`src/rtl/pipeline_hazard_ctrl_if.sv`:
```
// Hazard-control bundle between the pipeline datapath and pipeline_hazard_ctrl.
// master: datapath side (drives ID/EX hazard info, receives stall/flush/halt).
// slave : hazard controller (reads hazard info, drives pipeline control).
interface pipeline_hazard_ctrl_if;
  localparam int unsigned REG_W = 5;
  localparam int unsigned CNT_W = 16;

  // ID-stage instruction info
  logic [REG_W-1:0] ID_src1_reg;
  logic [REG_W-1:0] ID_src2_reg;
  logic             ID_use_src1;
  logic             ID_use_src2;
  logic             ID_sprite_re;
  logic             ID_sprite_we;
  logic             ID_hlt;

  // EX-stage writeback / branch info
  logic [REG_W-1:0] EX_dst_reg;
  logic             EX_use_dst_reg;
  logic             EX_mem_re;
  logic             EX_use_sprite_mem;
  logic             EX_branch_taken;

  logic             sprite_busy;

  // Pipeline control
  logic             pc_hold;
  logic             IF_ID_stall;
  logic             IF_ID_flush;
  logic             ID_EX_stall;
  logic             ID_EX_flush;
  logic             hlt;
  logic             sprite_timeout;
  logic [CNT_W-1:0] stall_cycles;

  modport master (
    output ID_src1_reg, ID_src2_reg, ID_use_src1, ID_use_src2,
           ID_sprite_re, ID_sprite_we, ID_hlt,
           EX_dst_reg, EX_use_dst_reg, EX_mem_re, EX_use_sprite_mem,
           EX_branch_taken, sprite_busy,
    input  pc_hold, IF_ID_stall, IF_ID_flush, ID_EX_stall, ID_EX_flush,
           hlt, sprite_timeout, stall_cycles
  );

  modport slave (
    input  ID_src1_reg, ID_src2_reg, ID_use_src1, ID_use_src2,
           ID_sprite_re, ID_sprite_we, ID_hlt,
           EX_dst_reg, EX_use_dst_reg, EX_mem_re, EX_use_sprite_mem,
           EX_branch_taken, sprite_busy,
    output pc_hold, IF_ID_stall, IF_ID_flush, ID_EX_stall, ID_EX_flush,
           hlt, sprite_timeout, stall_cycles
  );
endinterface

```
`src/rtl/pipeline_hazard_ctrl.sv`:
```
// Pipeline hazard controller: load-use and sprite-busy stalls, branch flush,
// halt, plus a sticky sprite-wait timeout flag and a saturating stall counter.
// Ports:
//   clk   - rising-edge clock
//   rst_n - asynchronous active-low reset
//   hz    - pipeline_hazard_ctrl_if.slave: ID/EX hazard info in; pc_hold,
//           IF_ID_stall/flush, ID_EX_stall/flush, hlt (combinational from
//           state + inputs), sprite_timeout and stall_cycles (registered) out.
module pipeline_hazard_ctrl (
  input  logic                   clk,
  input  logic                   rst_n,
  pipeline_hazard_ctrl_if.slave  hz
);

  localparam int unsigned WAIT_W = 8;
  localparam int unsigned CNT_W  = 16;
  localparam logic [WAIT_W-1:0] WAIT_MAX = '1;
  localparam logic [CNT_W-1:0]  CNT_MAX  = '1;

  typedef enum logic [1:0] {
    RUN         = 2'd0,
    LOAD_WAIT   = 2'd1,
    SPRITE_WAIT = 2'd2,
    HALT        = 2'd3
  } state_t;

  state_t              state;
  state_t              state_nxt;
  logic [WAIT_W-1:0]   wait_cnt;
  logic [WAIT_W-1:0]   wait_cnt_nxt;
  logic                sprite_timeout_q;
  logic [CNT_W-1:0]    stall_cnt;

  logic                load_hazard_c;
  logic                sprite_hazard_c;
  logic                timeout_set_c;
  logic                pc_hold_c;
  logic                if_id_stall_c;
  logic                if_id_flush_c;
  logic                id_ex_stall_c;
  logic                id_ex_flush_c;
  logic                hlt_c;

  // Hazard detection; register 0 is never a real dependency
  always_comb begin
    load_hazard_c = hz.EX_mem_re & hz.EX_use_dst_reg & (hz.EX_dst_reg != '0) &
                    ((hz.ID_use_src1 & (hz.ID_src1_reg == hz.EX_dst_reg)) |
                     (hz.ID_use_src2 & (hz.ID_src2_reg == hz.EX_dst_reg)));
    sprite_hazard_c = (hz.ID_sprite_re | hz.ID_sprite_we) & hz.sprite_busy;
  end

  // State register
  always_ff @(posedge clk or negedge rst_n) begin
    if (!rst_n) begin
      state <= RUN;
    end else begin
      state <= state_nxt;
    end
  end

  // Next-state and control decode
  always_comb begin
    state_nxt     = state;
    wait_cnt_nxt  = wait_cnt;
    timeout_set_c = 1'b0;
    pc_hold_c     = 1'b0;
    if_id_stall_c = 1'b0;
    if_id_flush_c = 1'b0;
    id_ex_stall_c = 1'b0;
    id_ex_flush_c = 1'b0;
    hlt_c         = 1'b0;

    case (state)
      RUN: begin
        if (hz.EX_branch_taken) begin
          // Wrong-path instruction in ID is squashed; its hazards don't matter
          if_id_flush_c = 1'b1;
          id_ex_flush_c = 1'b1;
        end else if (load_hazard_c) begin
          pc_hold_c     = 1'b1;
          if_id_stall_c = 1'b1;
          id_ex_flush_c = 1'b1;
          // Sprite-memory loads return a cycle later: second bubble
          if (hz.EX_use_sprite_mem) begin
            state_nxt = LOAD_WAIT;
          end
        end else if (sprite_hazard_c) begin
          pc_hold_c     = 1'b1;
          if_id_stall_c = 1'b1;
          id_ex_flush_c = 1'b1;
          wait_cnt_nxt  = '0;
          state_nxt     = SPRITE_WAIT;
        end else if (hz.ID_hlt) begin
          // Keep the halt itself out of EX
          id_ex_flush_c = 1'b1;
          state_nxt     = HALT;
        end
      end

      LOAD_WAIT: begin
        // EX holds a bubble, so a branch indication here is meaningless
        pc_hold_c     = 1'b1;
        if_id_stall_c = 1'b1;
        id_ex_flush_c = 1'b1;
        state_nxt     = RUN;
      end

      SPRITE_WAIT: begin
        if (!hz.sprite_busy) begin
          state_nxt = RUN;
        end else if (wait_cnt == WAIT_MAX) begin
          // Give up waiting: flag it and let the request through
          timeout_set_c = 1'b1;
          state_nxt     = RUN;
        end else begin
          pc_hold_c     = 1'b1;
          if_id_stall_c = 1'b1;
          id_ex_flush_c = 1'b1;
          wait_cnt_nxt  = wait_cnt + WAIT_W'(1);
        end
      end

      HALT: begin
        hlt_c         = 1'b1;
        pc_hold_c     = 1'b1;
        if_id_stall_c = 1'b1;
        id_ex_stall_c = 1'b1;
      end

      default: begin
        state_nxt = RUN;
      end
    endcase
  end

  // Sprite wait counter and sticky timeout flag
  always_ff @(posedge clk or negedge rst_n) begin
    if (!rst_n) begin
      wait_cnt         <= '0;
      sprite_timeout_q <= 1'b0;
    end else begin
      wait_cnt <= wait_cnt_nxt;
      if (timeout_set_c) begin
        sprite_timeout_q <= 1'b1;
      end
    end
  end

  // Saturating count of IF/ID stall cycles
  always_ff @(posedge clk or negedge rst_n) begin
    if (!rst_n) begin
      stall_cnt <= '0;
    end else if (if_id_stall_c && (stall_cnt != CNT_MAX)) begin
      stall_cnt <= stall_cnt + CNT_W'(1);
    end
  end

  assign hz.pc_hold        = pc_hold_c;
  assign hz.IF_ID_stall    = if_id_stall_c;
  assign hz.IF_ID_flush    = if_id_flush_c;
  assign hz.ID_EX_stall    = id_ex_stall_c;
  assign hz.ID_EX_flush    = id_ex_flush_c;
  assign hz.hlt            = hlt_c;
  assign hz.sprite_timeout = sprite_timeout_q;
  assign hz.stall_cycles   = stall_cnt;

endmodule
```
`src/flat_wrapper.sv`:
```
// flat-port wrapper written by rule: the top's interface ports become plain ports
module pipeline_hazard_ctrl_flat 
  (clk, rst_n, hz_ID_src1_reg, hz_ID_src2_reg, hz_ID_use_src1, hz_ID_use_src2, hz_ID_sprite_re, hz_ID_sprite_we, hz_ID_hlt, hz_EX_dst_reg, hz_EX_use_dst_reg, hz_EX_mem_re, hz_EX_use_sprite_mem, hz_EX_branch_taken, hz_sprite_busy, hz_pc_hold, hz_IF_ID_stall, hz_IF_ID_flush, hz_ID_EX_stall, hz_ID_EX_flush, hz_hlt, hz_sprite_timeout, hz_stall_cycles);
  pipeline_hazard_ctrl_if hz_i ();
  input  logic clk;
  input  logic rst_n;
  input wire logic [$bits(hz_i.ID_src1_reg)-1:0] hz_ID_src1_reg;
  input wire logic [$bits(hz_i.ID_src2_reg)-1:0] hz_ID_src2_reg;
  input wire logic [$bits(hz_i.ID_use_src1)-1:0] hz_ID_use_src1;
  input wire logic [$bits(hz_i.ID_use_src2)-1:0] hz_ID_use_src2;
  input wire logic [$bits(hz_i.ID_sprite_re)-1:0] hz_ID_sprite_re;
  input wire logic [$bits(hz_i.ID_sprite_we)-1:0] hz_ID_sprite_we;
  input wire logic [$bits(hz_i.ID_hlt)-1:0] hz_ID_hlt;
  input wire logic [$bits(hz_i.EX_dst_reg)-1:0] hz_EX_dst_reg;
  input wire logic [$bits(hz_i.EX_use_dst_reg)-1:0] hz_EX_use_dst_reg;
  input wire logic [$bits(hz_i.EX_mem_re)-1:0] hz_EX_mem_re;
  input wire logic [$bits(hz_i.EX_use_sprite_mem)-1:0] hz_EX_use_sprite_mem;
  input wire logic [$bits(hz_i.EX_branch_taken)-1:0] hz_EX_branch_taken;
  input wire logic [$bits(hz_i.sprite_busy)-1:0] hz_sprite_busy;
  output wire logic [$bits(hz_i.pc_hold)-1:0] hz_pc_hold;
  output wire logic [$bits(hz_i.IF_ID_stall)-1:0] hz_IF_ID_stall;
  output wire logic [$bits(hz_i.IF_ID_flush)-1:0] hz_IF_ID_flush;
  output wire logic [$bits(hz_i.ID_EX_stall)-1:0] hz_ID_EX_stall;
  output wire logic [$bits(hz_i.ID_EX_flush)-1:0] hz_ID_EX_flush;
  output wire logic [$bits(hz_i.hlt)-1:0] hz_hlt;
  output wire logic [$bits(hz_i.sprite_timeout)-1:0] hz_sprite_timeout;
  output wire logic [$bits(hz_i.stall_cycles)-1:0] hz_stall_cycles;
  assign hz_i.ID_src1_reg = hz_ID_src1_reg;
  assign hz_i.ID_src2_reg = hz_ID_src2_reg;
  assign hz_i.ID_use_src1 = hz_ID_use_src1;
  assign hz_i.ID_use_src2 = hz_ID_use_src2;
  assign hz_i.ID_sprite_re = hz_ID_sprite_re;
  assign hz_i.ID_sprite_we = hz_ID_sprite_we;
  assign hz_i.ID_hlt = hz_ID_hlt;
  assign hz_i.EX_dst_reg = hz_EX_dst_reg;
  assign hz_i.EX_use_dst_reg = hz_EX_use_dst_reg;
  assign hz_i.EX_mem_re = hz_EX_mem_re;
  assign hz_i.EX_use_sprite_mem = hz_EX_use_sprite_mem;
  assign hz_i.EX_branch_taken = hz_EX_branch_taken;
  assign hz_i.sprite_busy = hz_sprite_busy;
  assign hz_pc_hold = hz_i.pc_hold;
  assign hz_IF_ID_stall = hz_i.IF_ID_stall;
  assign hz_IF_ID_flush = hz_i.IF_ID_flush;
  assign hz_ID_EX_stall = hz_i.ID_EX_stall;
  assign hz_ID_EX_flush = hz_i.ID_EX_flush;
  assign hz_hlt = hz_i.hlt;
  assign hz_sprite_timeout = hz_i.sprite_timeout;
  assign hz_stall_cycles = hz_i.stall_cycles;
  pipeline_hazard_ctrl u_core (.clk(clk), .rst_n(rst_n), .hz(hz_i));
endmodule
```
`config.mk`:
```
export PLATFORM = sky130hd
export DESIGN_NAME = pipeline_hazard_ctrl_flat
export DESIGN_NICKNAME = d
export VERILOG_FILES = /design/src/rtl/pipeline_hazard_ctrl_if.sv /design/src/rtl/pipeline_hazard_ctrl.sv /design/src/flat_wrapper.sv
export SDC_FILE = /design/constraint.sdc
export NUM_CORES = 1
export LEC_CHECK = 0
export ABC_AREA = 1
export BUFFER_PORTS_ARGS = -buffer_cell sky130_fd_sc_hd__clkbuf_2
export CORE_MARGIN = 2
export CORE_UTILIZATION = 50
export CTS_BUF_LIST = sky130_fd_sc_hd__clkbuf_4 sky130_fd_sc_hd__clkbuf_8
export CTS_CLUSTER_DIAMETER = 100
export DETAILED_ROUTE_END_ITERATION = 7
export PLACE_DENSITY = 0.78
export SYNTH_ARGS = -nofsm -noshare
export SYNTH_HDL_FRONTEND = slang
export SYNTH_SLANG_ARGS = --single-unit
export TNS_END_PERCENT = 10
```
`constraint.sdc`:
```
create_clock -name clk -period 2.3 [get_ports clk]
set_clock_uncertainty 0.15 [all_clocks]
set_input_delay 0.575 -clock clk [delete_from_list [all_inputs] [get_ports clk]]
set_output_delay 0.575 -clock clk [all_outputs]
set_load 0.02 [all_outputs]
```
### Word level (Yosys, flattened, before mapping)

Index checks and enable logic that the tools add are counted.

| storage, ports and cells | value |
|---|---|
| register bits after elaboration | 27 |
| input port bits | 27 |
| output and inout port bits | 23 |
| word-level logic and storage cells | 68 |

| operators by class | value |
|---|---|
| $add $sub $neg | 2 |
| eq/ne operators | 15 |
| muxes and demuxes | 31 |
| bitwise logic cells | 8 |
| reduce and logical (&&, ||, !) cells | 8 |

Operators with widths:

| operator | count |
|---|---|
| $mux 8 | 5 |
| $add 16x1->16 const B | 1 |
| $ne 16x16->1 const B | 1 |
| $pmux 8 s2 | 1 |
| $mux 1 | 15 |
| $mux 2 | 7 |
| $eq 5x5->1 | 2 |
| $add 8x1->8 const B | 1 |
| $eq 8x8->1 const B | 1 |
| $ne 2x2->1 const B | 4 |
| $and 1x1->1 | 6 |
| $pmux 1 s3 | 2 |
| $pmux 2 s3 | 1 |
| $reduce_and 6->1 | 1 |
| $reduce_and 5->1 | 1 |
| $reduce_bool 5->1 | 1 |
| $eq 2x2->1 const B | 2 |
| $ne 4x2->1 const B | 1 |
| $ne 3x2->1 const B | 1 |
| $ne 3x3->1 const B | 1 |
| $reduce_bool 3->1 | 1 |
| $eq 2x1->1 const B | 1 |
| $logic_not 2->1 | 1 |
| $ne 2x1->1 const B | 1 |
| other kinds (4) | 5 |

### Logic depth before layout (Yosys ltp)

Gate-level depths: netlist of the first run.

| depth | value |
|---|---|
| depth in word-level cells | 8 |
| depth in mapped cells | 14 |
| depth with buffers taken out | 13 |

### Least setup slack after synthesis of the first run

No wires, ideal clock.

| timing | value |
|---|---|
| path kind | reg-to-output |
| start point | register u_core.wait_cnt[0] |
| end point | output port hz_pc_hold |
| arrival | 1.594 ns |
| data required time | 1.575 ns |
| slack | -0.019 ns |
| stages on the path, launching flop included | 12 |
| path through | dfrtp_1 ha_1 nand4_2 nor2_2 nand3_2 nand3_2 nand2_2 nand2_2 nand2_2 buf_6 buf_12 buf_4 |

| on the way | value |
|---|---|
| word-level cells in the longest chain between the ends | 4 |

RTL lines:

| item | line | source |
|---|---|---|
| from (decl) | pipeline_hazard_ctrl.sv:29 | `logic [WAIT_W-1:0] wait_cnt;` |
| from (signal assigned) | pipeline_hazard_ctrl.sv:142 | `wait_cnt <= wait_cnt_nxt;` |
| $eq 8x8->1 | pipeline_hazard_ctrl.sv:111 | `end else if (wait_cnt == WAIT_MAX) begin` |
| $mux 1 (2 in series) | - |  |
| $pmux 1 s3 | - |  |
| to (decl) | flat_wrapper.sv:20 | `output wire logic [$bits(hz_i.pc_hold)-1:0] hz_pc_hold;` |

No other way between the ends.

### Worst setup path in the final report of the first run

| timing | value |
|---|---|
| start point | register u_core.state[1] |
| end point | output port hz_IF_ID_stall |

| on the way | value |
|---|---|
| word-level cells in the longest chain between the ends | 3 |

RTL lines:

| item | line | source |
|---|---|---|
| from (decl) | pipeline_hazard_ctrl.sv:27 | `state_t state;` |
| from (signal assigned) | pipeline_hazard_ctrl.sv:57 | `state <= state_nxt;` |
| $eq 2x1->1 / $eq 2x2->1 (equally long branches) | pipeline_hazard_ctrl.sv:73 | `case (state)` |
| $reduce_or 2->1 (no source line) | - |  |
| $pmux 1 s3 (*) | pipeline_hazard_ctrl.sv:73 |  |
| to (decl) | flat_wrapper.sv:21 | `output wire logic [$bits(hz_i.IF_ID_stall)-1:0] hz_IF_ID_stall;` |

Every way passes the cells marked *; elsewhere a longest branch is shown, timed or not.

==> summary by stage, run 1 <==
Place
At the end of routability-driven placement, the weighted congestion stood at 0.861. Summing all placed instances gives a cell area of 2340 µm². The half-perimeter wire length of the detailed placement result is 3360 µm. The number of placed instances, taps included, is 388. The total of buffers placed on input and output ports is 49.

GRT
The total routing resource utilization after global routing is 0.214. Global routing finished with a remaining overflow of 0. The initial antenna violation count is 0. Entering global routing, the biggest net connects 28 pins. The first global-routing pass estimated 7610 µm of wire. The number of global-route vias before repair is 1,775.

Setup path
The critical path contains buffers and inverters numbering 2 combined. The cell family contributing the most delay on the critical path is flip-flops. Of all nets on the critical path, the largest fanout is 4. The setup path with the least slack is of type register to output port.

The critical path endpoint category is an output port. The critical path required time is 1570 ps. The biggest cell delay along the critical path is 410 ps. The length in cells of the worst reg-to-reg path is 10.

Setup slack on the worst reg-to-reg path comes out at 370 ps. At the worst endpoint, the arrival time is 1600 ps. Walking the worst path, the cells encountered are buf_4 > ha_1 > nor2_2 > nand2_2 > nand2_2 > nand2_4 > clkbuf_8. The most common cell type on the critical path is sky130_fd_sc_hd__nand2_2. The largest individual stage delay along the critical path comes from the cell sky130_fd_sc_hd__dfrtp_1. The worst setup path is launched from a register.

The worst register-to-register path begins at u_core.state[1]$_DFFE_PN0P_. The endpoint of the worst register-to-register path is u_core.hz.stall_cycles[10]$_DFFE_PN0P_.

STA
Headroom to the max-slew limit came out at 0.546. The total negative setup slack is -54.6 ps. The final hold slack is 169 ps.

The number of endpoints with negative hold slack in the final report is 0. The final worst-path cycle share is 1.01. The total setup violations reported at the end of the flow is 3. The final count of pins violating max slew was 0.

For the pin with the worst max-slew slack, the measured transition is 681 ps. Setup repair after global routing could not meet its margin everywhere. Subtracting the final worst setup slack from the clock period gives 2320 ps. Across all setup checks in the final design, the least slack found is -24.2 ps. For this run, the top clock speed supported by timing is 430 MHz.

Synth
During synthesis, Yosys emitted a total of 0 warnings. Summing every instance area after synthesis gives 2040 µm². The synthesized netlist net count is 322. Synthesis instantiated 28 different standard cells from the library.

The most used flip-flop cell after synthesis is sky130_fd_sc_hd__dfrtp_1. In this run the mean area of a mapped cell was 7.09 µm². Of the post-synthesis cell area, the dominant cell type holds 0.331.

Yosys instantiated no cell more often than sky130_fd_sc_hd__nand2_1. The cell taking the most area after synthesis is sky130_fd_sc_hd__dfrtp_1. After synthesis, the cell types taking the most area are sky130_fd_sc_hd__dfrtp_1, sky130_fd_sc_hd__nand2_1, sky130_fd_sc_hd__nand3_2. The share of flip-flops with an asynchronous set or reset is 1.00.

After technology mapping, the gate count stands at 288. The total of flip-flops plus latches after synthesis is 27. Counting flops with a built-in enable in the synthesized netlist gives 0.

In the synthesized netlist, the cells that appear most often are sky130_fd_sc_hd__nand2_1, sky130_fd_sc_hd__inv_1, sky130_fd_sc_hd__dfrtp_1. Of the synthesized area, sequential elements account for 0.331.

Routing
The average detailed-routed wire length per instance is 11.8 µm. The total routed wirelength is 4710 µm. Once detail routing completed, the nets flagged for antenna violations numbered 0. The via count is 1,954.

The number of iterations in the first detailed-routing pass is 4. After detailed routing, the number of vias per cell comes to 4.89. After the first detailed-routing iteration, the DRC count stood at 121. The final routed DRC violation total is 0.

Power and ir drop
Cell internal power was estimated by the tool at 0.00119 W. The largest voltage drop on the vdd net is 0.000337 V. The proportion of total power due to net switching is 0.456. The share of total power dissipated in the clock network is 0.134.

For this design the total switching power over the nets is 0.000993 W. In this run the static leakage power is 1.42 nW. The share of total power dissipated in sequential elements is 0.292. The share of total power dissipated in combinational logic is 0.574. The power per standard cell area is 845 nW/µm².

Die
For this configuration, the core starts out at a cell density of 0.514. The core region is 3970 µm². The top-level port count is 50. From bottom edge to top edge, the die measures 67.9 µm. The overall die width is 67.9 µm. The number of placement rows is 23.

The die covers 4610 µm².

Finish
The repair_antennas step left the layout with diodes totalling 0. In the final layout, the share of cells above drive strength 1 is 0.314. Relative to the synthesized area, the layout overhead comes to 26.2%. The number of fill cells in the layout is 362. The net count of the finished layout is 385. After routing the design area is 2580 µm². The post-route non-filler standard cell count is 400.

Clock tree
No sink is reached through more buffers than the 2 on the longest clock path. The total clock sinks is 27. The clock slew seen by the registers of the worst setup and hold paths is 100 ps. The later pin in the worst-skew pair is clocked with a latency of 280 ps. CTS built an H-tree with a depth of 1. TritonCTS built the clock tree.

The tree is rooted in a sky130_fd_sc_hd__clkbuf_8. The total CTS buffers is 3.

Status
The run finished, with violations left. The final reports fail on negative setup slack.

Hold path
The worst hold path class is input port to async pin.

Job
The number of maximum-capacitance violations is 0.
-- power by group through the flow --
stage / combinational [W] / clock, W / sequential, W
4_1_cts: 0.00118 / 0.000294 / 0.000636
2_1_floorplan: 0.000812 / 0 / 0.000680
6_report: 0.00125 / 0.000292 / 0.000636
3_5_place_dp: 0.00104 / 0 / 0.000654
3_3_place_gp: 0.00101 / 0 / 0.000645
5_1_grt: 0.00137 / 0.000318 / 0.000649
-- metal layers --
| layer | share of wire | GRT usage |
|---|---|---|
| met4 | 0.012 | 0.0675 |
| met5 | 0 | 0 |
| met2 | 0.51 | 0.382 |
| met1 | 0.45 | 0.264 |
| met3 | 0.028 | 0.0313 |
-- timing repair --
item / in CTS / in global routing
hold buffers: 0 / 0
endpoints found under the hold margin: 0 / 0
pin swaps: 8 / 6
resized for setup: 17 / 11
setup endpoints to repair: 3 / 3
setup buffers: 7 / 1
-- metrics by stage --
step	utilization	power (W)	worst slack, ps
floorplan	-	0.00149	4.81
global placement	0.590	0.00166	-60.6
CTS	0.637	0.00211	-37.0
finish	0.649	0.00218	-24.2
detailed placement	0.590	0.00169	-62.2
global route	0.649	0.00234	-108
-- how the worst max path moves through the flow --
stage | start | slack (ps) | end | cells past startpoint
2_1_floorplan | u_core.wait_cnt[0]$_DFFE_PN0P_ | 5 | hz_pc_hold | 11
4_1_cts | hz_EX_dst_reg[2] | -40 | hz_ID_EX_flush | 12
3_3_place_gp | hz_EX_dst_reg[4] | -60 | hz_ID_EX_flush | 12
3_5_place_dp | hz_EX_dst_reg[4] | -60 | hz_ID_EX_flush | 12
6_report | u_core.state[1]$_DFFE_PN0P_ | -20 | hz_IF_ID_stall | 7
5_1_grt | u_core.wait_cnt[0]$_DFFE_PN0P_ | -110 | hz_pc_hold | 9
-- cell families (layout without fill, tap and decap cells) --
group,count (synthesis),count (layout),share of synthesized area
flops,27,27,0.331
fa+ha+maj,7,7,0.0429
xor+xnor,14,14,0.0600
compound gates,16,16,0.0423
simple gates,181,181,0.423
buf+inv,43,105,0.102
-- sequential cells by signal (all words and copies together), names as in the netlist --
register / cells
u_core.state: 2
u_core.hz.stall_cycles: 16
u_core.hz.sprite_timeout: 1
u_core.wait_cnt: 8
-- cells in the final DEF (no fill, tap or decap), types with 7 or more instances in the layout --
master	Yosys	layout
sky130_fd_sc_hd__dfrtp_1	27	27
sky130_fd_sc_hd__clkbuf_8	0	8
sky130_fd_sc_hd__nor2_1	23	21
sky130_fd_sc_hd__nand3_2	13	12
sky130_fd_sc_hd__inv_1	31	31
sky130_fd_sc_hd__buf_4	4	19
sky130_fd_sc_hd__nand3_1	19	19
sky130_fd_sc_hd__nand2_1	101	99
sky130_fd_sc_hd__clkbuf_2	0	42
sky130_fd_sc_hd__o21ai_0	10	9
sky130_fd_sc_hd__nand2_2	7	7
sky130_fd_sc_hd__xor2_1	12	12
sky130_fd_sc_hd__nand4_1	7	7
-- area by class of cell --
| class | count | area [µm²] | area share |
|---|---|---|---|
| clock buffer | 4 | 48.8 | 0.0189 |
| inverter | 35 | 136 | 0.0529 |
| multi-input combinational | 218 | 1230 | 0.478 |
| sequential | 27 | 676 | 0.262 |
| tap | 50 | 62.6 | 0.0243 |
| timing repair buffer | 66 | 422 | 0.164 |
-- worst register-to-register path, delay by kind of cell, from the launching register on --
kind	cells	cell delay, ps
and+or+nand+nor	7	720
DFF	1	410
buffers and inverters	2	320
adders and majority gates	1	260
Power figures use the tool's default switching activity.
==> inputs of run 2 (changes only) <==
--- a/config.mk
+++ b/config.mk
@@ -8,11 +8,11 @@
 export ABC_AREA = 1
 export BUFFER_PORTS_ARGS = -buffer_cell sky130_fd_sc_hd__clkbuf_2
 export CORE_MARGIN = 2
-export CORE_UTILIZATION = 50
+export CORE_UTILIZATION = 60
 export CTS_BUF_LIST = sky130_fd_sc_hd__clkbuf_4 sky130_fd_sc_hd__clkbuf_8
 export CTS_CLUSTER_DIAMETER = 100
 export DETAILED_ROUTE_END_ITERATION = 7
-export PLACE_DENSITY = 0.78
+export PLACE_DENSITY = 0.88
 export SYNTH_ARGS = -nofsm -noshare
 export SYNTH_HDL_FRONTEND = slang
 export SYNTH_SLANG_ARGS = --single-unit
==> constraint.sdc (replaced) <==
create_clock -name clk -period 2.7 [get_ports clk]
set_clock_uncertainty 0.15 [all_clocks]
set_input_delay 0.675 -clock clk [delete_from_list [all_inputs] [get_ports clk]]
set_output_delay 0.675 -clock clk [all_outputs]
set_load 0.02 [all_outputs]
==> run 2 against run 1 <==
  * The run now ends clean
  * Non-clock buffer count is 8 lower
  * Critical endpoint unchanged
  * Largest cell class unchanged
  * Die area is 16% lower
  * Via count grew 3.0%
  * Sequential cell count did not move
  * Final area shrank 5.9%
  * Count of clock-buffer cells in the layout stayed put
  * First-iteration DRC count increased by 26%
  * Register-to-register slack improved by 180 ps
==> summary by stage, run 2 (synthesis gave the netlist of run 1 again) <==
Hold path
The path class of the tightest hold or removal check is input port to async pin.

STA
The final count of pins violating max slew is 0 (unchanged). The time the final worst path needs with I/O delays and setup is 2600 ps. The normalized max-slew margin is 0.551 (+0.00427). In the finished design, the share of the clock period the worst path needs comes to 0.965. The number of endpoints with negative hold slack in the final report was 0 (unchanged).

The total setup violations reported at the end of the flow came to 0 (-3). The slew of the pin with the lowest slew margin was 674 ps (-6.41 ps). The final hold slack is 190 ps (+20.9 ps). Derived from the worst setup path, the maximum achievable clock frequency is 384 MHz.

Clock tree
The clock root buffer is sky130_fd_sc_hd__clkbuf_4. The maximum level of the CTS H-tree came to 1 (unchanged). The total clock sinks came to 27 (unchanged).

The clock slew seen by the registers of the worst setup and hold paths came to 150 ps (+50 ps). The maximum root-to-sink buffer count is 2 (unchanged). The total CTS buffers is 3 (unchanged). The clock insertion delay at the later pin of the skew report was 340 ps (+60 ps).

The CTS tree is yes.

Setup path
The top fanout value on the critical path is 5 (+1). The worst-path cell with the longest stage delay is sky130_fd_sc_hd__dfrtp_1. STA classifies the critical path endpoint as an output port. The buffering stage count on the worst path with inverters included was 1 (-1).

The data arrival time of the critical path is 1780 ps (+180 ps). The signal on the critical path passes through ha_4 > nand4_4 > nor2_4 > nand3_4 > nand3_2 > nand2_2 > nand2_2 > nand2_4 > buf_4. The endpoint identified for the worst register-to-register timing path is u_core.hz.stall_cycles[10]$_DFFE_PN0P_. The setup slack of the worst register-to-register path is 550 ps (+180 ps). The critical path required time came to 1880 ps (+310 ps). In this design, the largest share of critical-path delay is due to simple AND/OR/NAND/NOR gates.

STA classifies the critical path startpoint as a register. The length in cells of the worst reg-to-reg path is 10 (unchanged). The start of the worst register-to-register path is u_core.state[0]$_DFFE_PN0P_. By startpoint and endpoint, the worst setup path is classified as register to output port.

The biggest cell delay along the critical path is 430 ps (+20 ps). The most common cell type on the critical path is sky130_fd_sc_hd__nand2_2.

Finish
Leaving out fill and tap cells, the most frequent cell in the layout is sky130_fd_sc_hd__nand2_1. The share of final-layout standard cells stronger than drive strength 1 was 0.289 (-0.0248). The final design utilization came to 0.733 (+0.0835).

The area added between synthesis and finish is 18.7%. In the layout the commonest cells are sky130_fd_sc_hd__nand2_1, sky130_fd_sc_hd__clkbuf_2, sky130_fd_sc_hd__inv_1. The number of fill cells in the layout came to 284 (-22%).

The number of diodes is 0 (unchanged). The net total in the final layout came to 377 (-2.1%). The number of flip-flops in the largest register is 16 (unchanged).

Routing
The final routed DRC violation total is 0 (unchanged). The via count is 2,012 (+3.0%). The average detailed-routed wire length per instance is 11.9 µm (+1.3%).

The number of iterations in the first detailed-routing pass is 4 (unchanged). The via density per instance is 5.19 (+6.2%). The number of DRC markers after the initial detailed-route iteration is 152 (+26%).

The final antenna-violating net count came to 0 (unchanged). The total routed wirelength is 4630 µm (-1.7%).

Die
The top-level port count is 50 (unchanged). The core area is 3310 µm² (-17%). The effective utilization at floorplan is 0.617 (+0.103). The die footprint came to 3890 µm² (-16%). The overall die width came to 62.4 µm (-8.2%). The number of placement rows came to 21 (-8.7%). The vertical die dimension came to 62.4 µm (-8.2%).

Power and ir drop
The total net switching power is 0.000812 W (-18%). The clock network power share is 0.114 (-0.020). The register share of total power is 0.331 (+0.039). The largest voltage drop on the vdd net is 0.000341 V (+1.4%).

The proportion of total power due to net switching came to 0.483 (+0.0274). The leakage power total is 1.35 nW (-4.6%). The portion of total power attributed to combinational logic is 0.555 (-0.019). The power per standard cell area is 693 nW/µm² (-18%).

The design internal power is 0.000869 W (-27%).

Status
The run finished with clean final reports.

GRT
The first-pass GRT wire length is 7230 µm (-5.0%). The number of global-route vias before repair is 1,794 (+1.1%). The total grt overflow is 0 (unchanged). The initial antenna violation count is 0 (unchanged).

The total routing resource utilization after global routing is 0.227 (+0.0122). The maximum number of pins on one net before global-route repair was 28 (unchanged).

Place
The total of buffers placed on input and output ports was 49 (unchanged). The half-perimeter wire length of the detailed placement result is 3280 µm (-2.6%). The placer's final routability congestion estimate was 0.824 (-4.3%).

Job
The number of maximum-capacitance violations is 0 (unchanged).
==> run 2: changes by cell type in the layout (fill, tap and decap cells not counted), sizes merged <==
cell / change
buf: -7
clkbuf: -1
==> run 2: timing repair <==
item                       CTS  global route
gates resized for setup      0            17
setup endpoints to repair    2             3
hold buffers                 0             0
pin swaps                    0             6
setup buffers                2             3
cloned                       0             0
==> run 2: worst max path at each step <==
stage	from	endpoint	slack (ps)	depth (start not counted)
after CTS	u_core.wait_cnt[1]$_DFFE_PN0P_	hz_IF_ID_stall	50	9
final	u_core.wait_cnt[0]$_DFFE_PN0P_	hz_IF_ID_stall	100	9
after global routing	u_core.wait_cnt[0]$_DFFE_PN0P_	hz_IF_ID_stall	-0.7	9
after detailed placement	hz_EX_dst_reg[4]	hz_ID_EX_flush	110	12
after floorplan	hz_ID_src2_reg[0]	hz_pc_hold	190	13
after global placement	hz_EX_dst_reg[4]	hz_ID_EX_flush	120	12
==> run 2: per-layer routing <==
metal	GRT usage	part of all wire	vias up
met5	0	0	-
li1	-	-	1011
met3	0.0254	0.035	7
met1	0.262	0.41	949
met4	0.0833	0.016	0
met2	0.429	0.54	45
==> run 2: area by class of cell <==
type,count,area (µm²),area share
tap,46,57.6,0.0237
timing repair buffer,58,318,0.131
inverter,35,131,0.0542
clock buffer,4,30.0,0.0124
multi-input combinational,218,1210,0.500
sequential,27,677,0.279
==> run 2: per-stage QoR <==
step,instances,power [W],instance area (µm²),TNS (ps),worst slack [ps]
floorplan,288,0.00125,2040,0,190
global route,388,0.00181,2430,-0.718,-0.718
CTS,385,0.00160,2340,0,51.2
finish,388,0.00168,2430,0,95.6
global placement,379,0.00137,2300,0,123
detailed placement,379,0.00140,2300,0,107
==> run 2: power by group through the flow <==
stage	logic [W]	clock network (W)	registers, W
after floorplan	0.000675	0	0.000579
after global placement	0.000821	0	0.000552
after detailed placement	0.000843	0	0.000557
after CTS	0.000864	0.000191	0.000544
after global routing	0.00102	0.000214	0.000569
final	0.000933	0.000192	0.000556
==> inputs of run 3 (changes only) <==
--- a/config.mk
+++ b/config.mk
@@ -7,7 +7,7 @@
 export LEC_CHECK = 0
 export ABC_AREA = 1
 export BUFFER_PORTS_ARGS = -buffer_cell sky130_fd_sc_hd__clkbuf_2
-export CORE_MARGIN = 2
+export CORE_MARGIN = 3
 export CORE_UTILIZATION = 60
 export CTS_BUF_LIST = sky130_fd_sc_hd__clkbuf_4 sky130_fd_sc_hd__clkbuf_8
 export CTS_CLUSTER_DIAMETER = 100
==> run 3 against run 2 <==
  * Clock power shrank 2%
  * Global-route usage up 0.42 points
  * Final area rose by 0.52%
  * Sequential share of layout area is 0.14 points lower
  * Non-clock buffer count increased by 2
  * Die area increased by 6.5%
  * Via count down 2.2%
==> summary by stage, run 3 (synthesis gave the netlist of run 1 again) <==
Setup path
The biggest cell delay along the critical path is 440 ps (about the same). The worst setup path is captured at an output port. The top fanout value on the critical path is 5 (unchanged). The buffering stage count on the worst path with inverters included is 1 (unchanged). The critical path is of the register to output port type. Among all stages on the critical path, the largest delay is contributed by sky130_fd_sc_hd__dfrtp_1. STA classifies the critical path startpoint as a register. The cell depth of the worst setup path is 9 (unchanged). The most critical setup path has its startpoint at u_core.wait_cnt[0]$_DFFE_PN0P_.

The endpoint of the worst register-to-register path is u_core.hz.stall_cycles[2]$_DFFE_PN0P_. The start of the worst register-to-register path is u_core.wait_cnt[0]$_DFFE_PN0P_. The data arrival time of the critical path is 1810 ps (+30 ps). The length in cells of the worst reg-to-reg path is 12 (+2). The setup slack of the worst register-to-register path is 580 ps (+30 ps).

The critical path required time is 1880 ps (about the same). The capturing instance or port of the critical path is hz_IF_ID_stall. Grouping stages by cell kind, the critical path spends the most delay in simple AND/OR/NAND/NOR gates. Among the stages of the critical path, the cell type that occurs most often is sky130_fd_sc_hd__nand2_2. The signal on the critical path passes through ha_4 > nand4_2 > nor2_4 > nand3_4 > nand3_2 > nand2_2 > nand2_2 > nand2_2 > buf_4.

Routing
The number of iterations in the first detailed-routing pass is 4 (unchanged). The via density per instance is 5.07 (-2.2%). The via count is 1,967 (-2.2%). The total routed wirelength is 4520 µm (-2.5%). The number of DRC markers after the initial detailed-route iteration is 77 (-49%). The average detailed-routed wire length per instance was 11.6 µm (-2.5%).

The final routed DRC violation total came to 0 (unchanged). The final antenna-violating net count is 0 (unchanged).

Die
The top-level port count is 50 (unchanged). The overall die width was 64.4 µm (+3.2%). The vertical die dimension is 64.4 µm (+3.2%).

The number of placement rows was 20 (-4.8%). The die footprint is 4140 µm² (+6.5%). The effective utilization at floorplan is 0.648 (+0.0309). The core area came to 3150 µm² (-4.8%).

STA
The number of endpoints with negative hold slack in the final report was 0 (unchanged). The total setup violations reported at the end of the flow was 0 (unchanged). The normalized max-slew margin is 0.559 (+0.00845). The slew of the pin with the lowest slew margin is 662 ps (-12.7 ps). The final worst-path cycle share came to 0.976 (+0.0110).

The final count of pins violating max slew came to 0 (unchanged). The final hold slack was 189 ps (-1.20 ps). The maximum operating frequency is 380 MHz (-1.1%). The time the final worst path needs with I/O delays and setup is 2630 ps (+29.8 ps).

Clock tree
The clock root buffer is sky130_fd_sc_hd__clkbuf_4. The total clock sinks is 27 (unchanged). The total CTS buffers was 3 (unchanged). The maximum root-to-sink buffer count is 2 (unchanged). TritonCTS built the clock tree. The hold buffer count at cts came to 0 (unchanged). The maximum level of the CTS H-tree came to 1 (unchanged). The clock insertion delay at the later pin of the skew report came to 340 ps (about the same). The clock slew seen by the registers of the worst setup and hold paths is 160 ps (about the same).

GRT
The first-pass GRT wire length is 7780 µm (+7.5%). The total routing resource utilization after global routing is 0.231 (+0.00415). The maximum number of pins on one net before global-route repair is 28 (unchanged). The total grt overflow is 0 (unchanged).

The number of global-route vias before repair came to 1,860 (+3.7%). The initial antenna violation count came to 0 (unchanged).

Finish
The area added between synthesis and finish is 19.4%. The share of final-layout standard cells stronger than drive strength 1 is 0.299 (+0.00994). The number of flip-flops in the largest register is 16 (unchanged).

The number of diodes is 0 (unchanged). The library cells used most frequently in the layout, excluding fill and tap cells, are sky130_fd_sc_hd__nand2_1, sky130_fd_sc_hd__clkbuf_2, sky130_fd_sc_hd__inv_1. The net total in the final layout is 379 (+0.53%). The library cell used most frequently in the layout, excluding fill and tap cells, is sky130_fd_sc_hd__nand2_1.

Place
The half-perimeter wire length of the detailed placement result is 3380 µm (+3.1%). The total of buffers placed on input and output ports came to 49 (unchanged). The placer's final routability congestion estimate was 0.790 (-4.1%).

Power and ir drop
The power per standard cell area is 682 nW/µm² (-1.6%). The post-route total power is 0.00166 W (-1.1%). The largest voltage drop on the vdd net is 0.000302 V (-11%). The leakage power total is 1.35 nW (+0.11%).

Job
The number of maximum-capacitance violations is 0 (unchanged).

Hold path
The min-delay analysis places its worst path in the category input port to async pin.

Status
The flow ran to the end, and the final reports show no timing, DRC or antenna violations.
run 3: layout make-up:
class | instances | area [µm²]
tap | 44 | 55.1
sequential | 27 | 677
inverter | 35 | 131
clock inverter | 1 | 7.51
timing repair buffer | 60 | 340
fill | 242 | 714
clock buffer | 3 | 22.5
multi-input combinational | 218 | 1200
run 3: worst min-delay path by stage:
stage,end,cells past startpoint
2_1_floorplan,u_core.hz.sprite_timeout$_DFFE_PN0P_,0
3_3_place_gp,u_core.hz.sprite_timeout$_DFFE_PN0P_,1
3_5_place_dp,u_core.hz.sprite_timeout$_DFFE_PN0P_,1
4_1_cts,u_core.hz.stall_cycles[3]$_DFFE_PN0P_,1
5_1_grt,u_core.hz.stall_cycles[1]$_DFFE_PN0P_,1
6_report,u_core.hz.stall_cycles[3]$_DFFE_PN0P_,1
run 3: repair_timing:
item,4_1_cts,5_1_grt
setup endpoints to repair,2,3
setup buffers,2,5
gates resized for setup,0,22
pin swaps,0,7
run 3: where the power goes:
part           internal [W]  switching [W]  total, W
sequential         0.000469      0.0000871  0.000556
combinational      0.000333       0.000586  0.000919
clock             0.0000567       0.000131  0.000188
total              0.000858       0.000804   0.00166
run 3: stage by stage:
step / cells / TNS [ps] / setup slack, ps / instance area [µm²] / utilization
floorplan: 288 / 0 / 190 / 2040 / -
global placement: 377 / 0 / 125 / 2300 / 0.729
detailed placement: 377 / 0 / 100 / 2300 / 0.729
CTS: 383 / 0 / 24.3 / 2340 / 0.743
global route: 388 / -67.9 / -27.6 / 2440 / 0.773
finish: 388 / 0 / 65.8 / 2440 / 0.773
run 3: layer usage:
metal  vias up  global-route usage  wire (µm)
met5         -                   0          0
met4         0              0.0660         70
met3         6              0.0316        188
met2        59               0.416       2230
met1       885               0.285       2030
li1       1017                   -          -
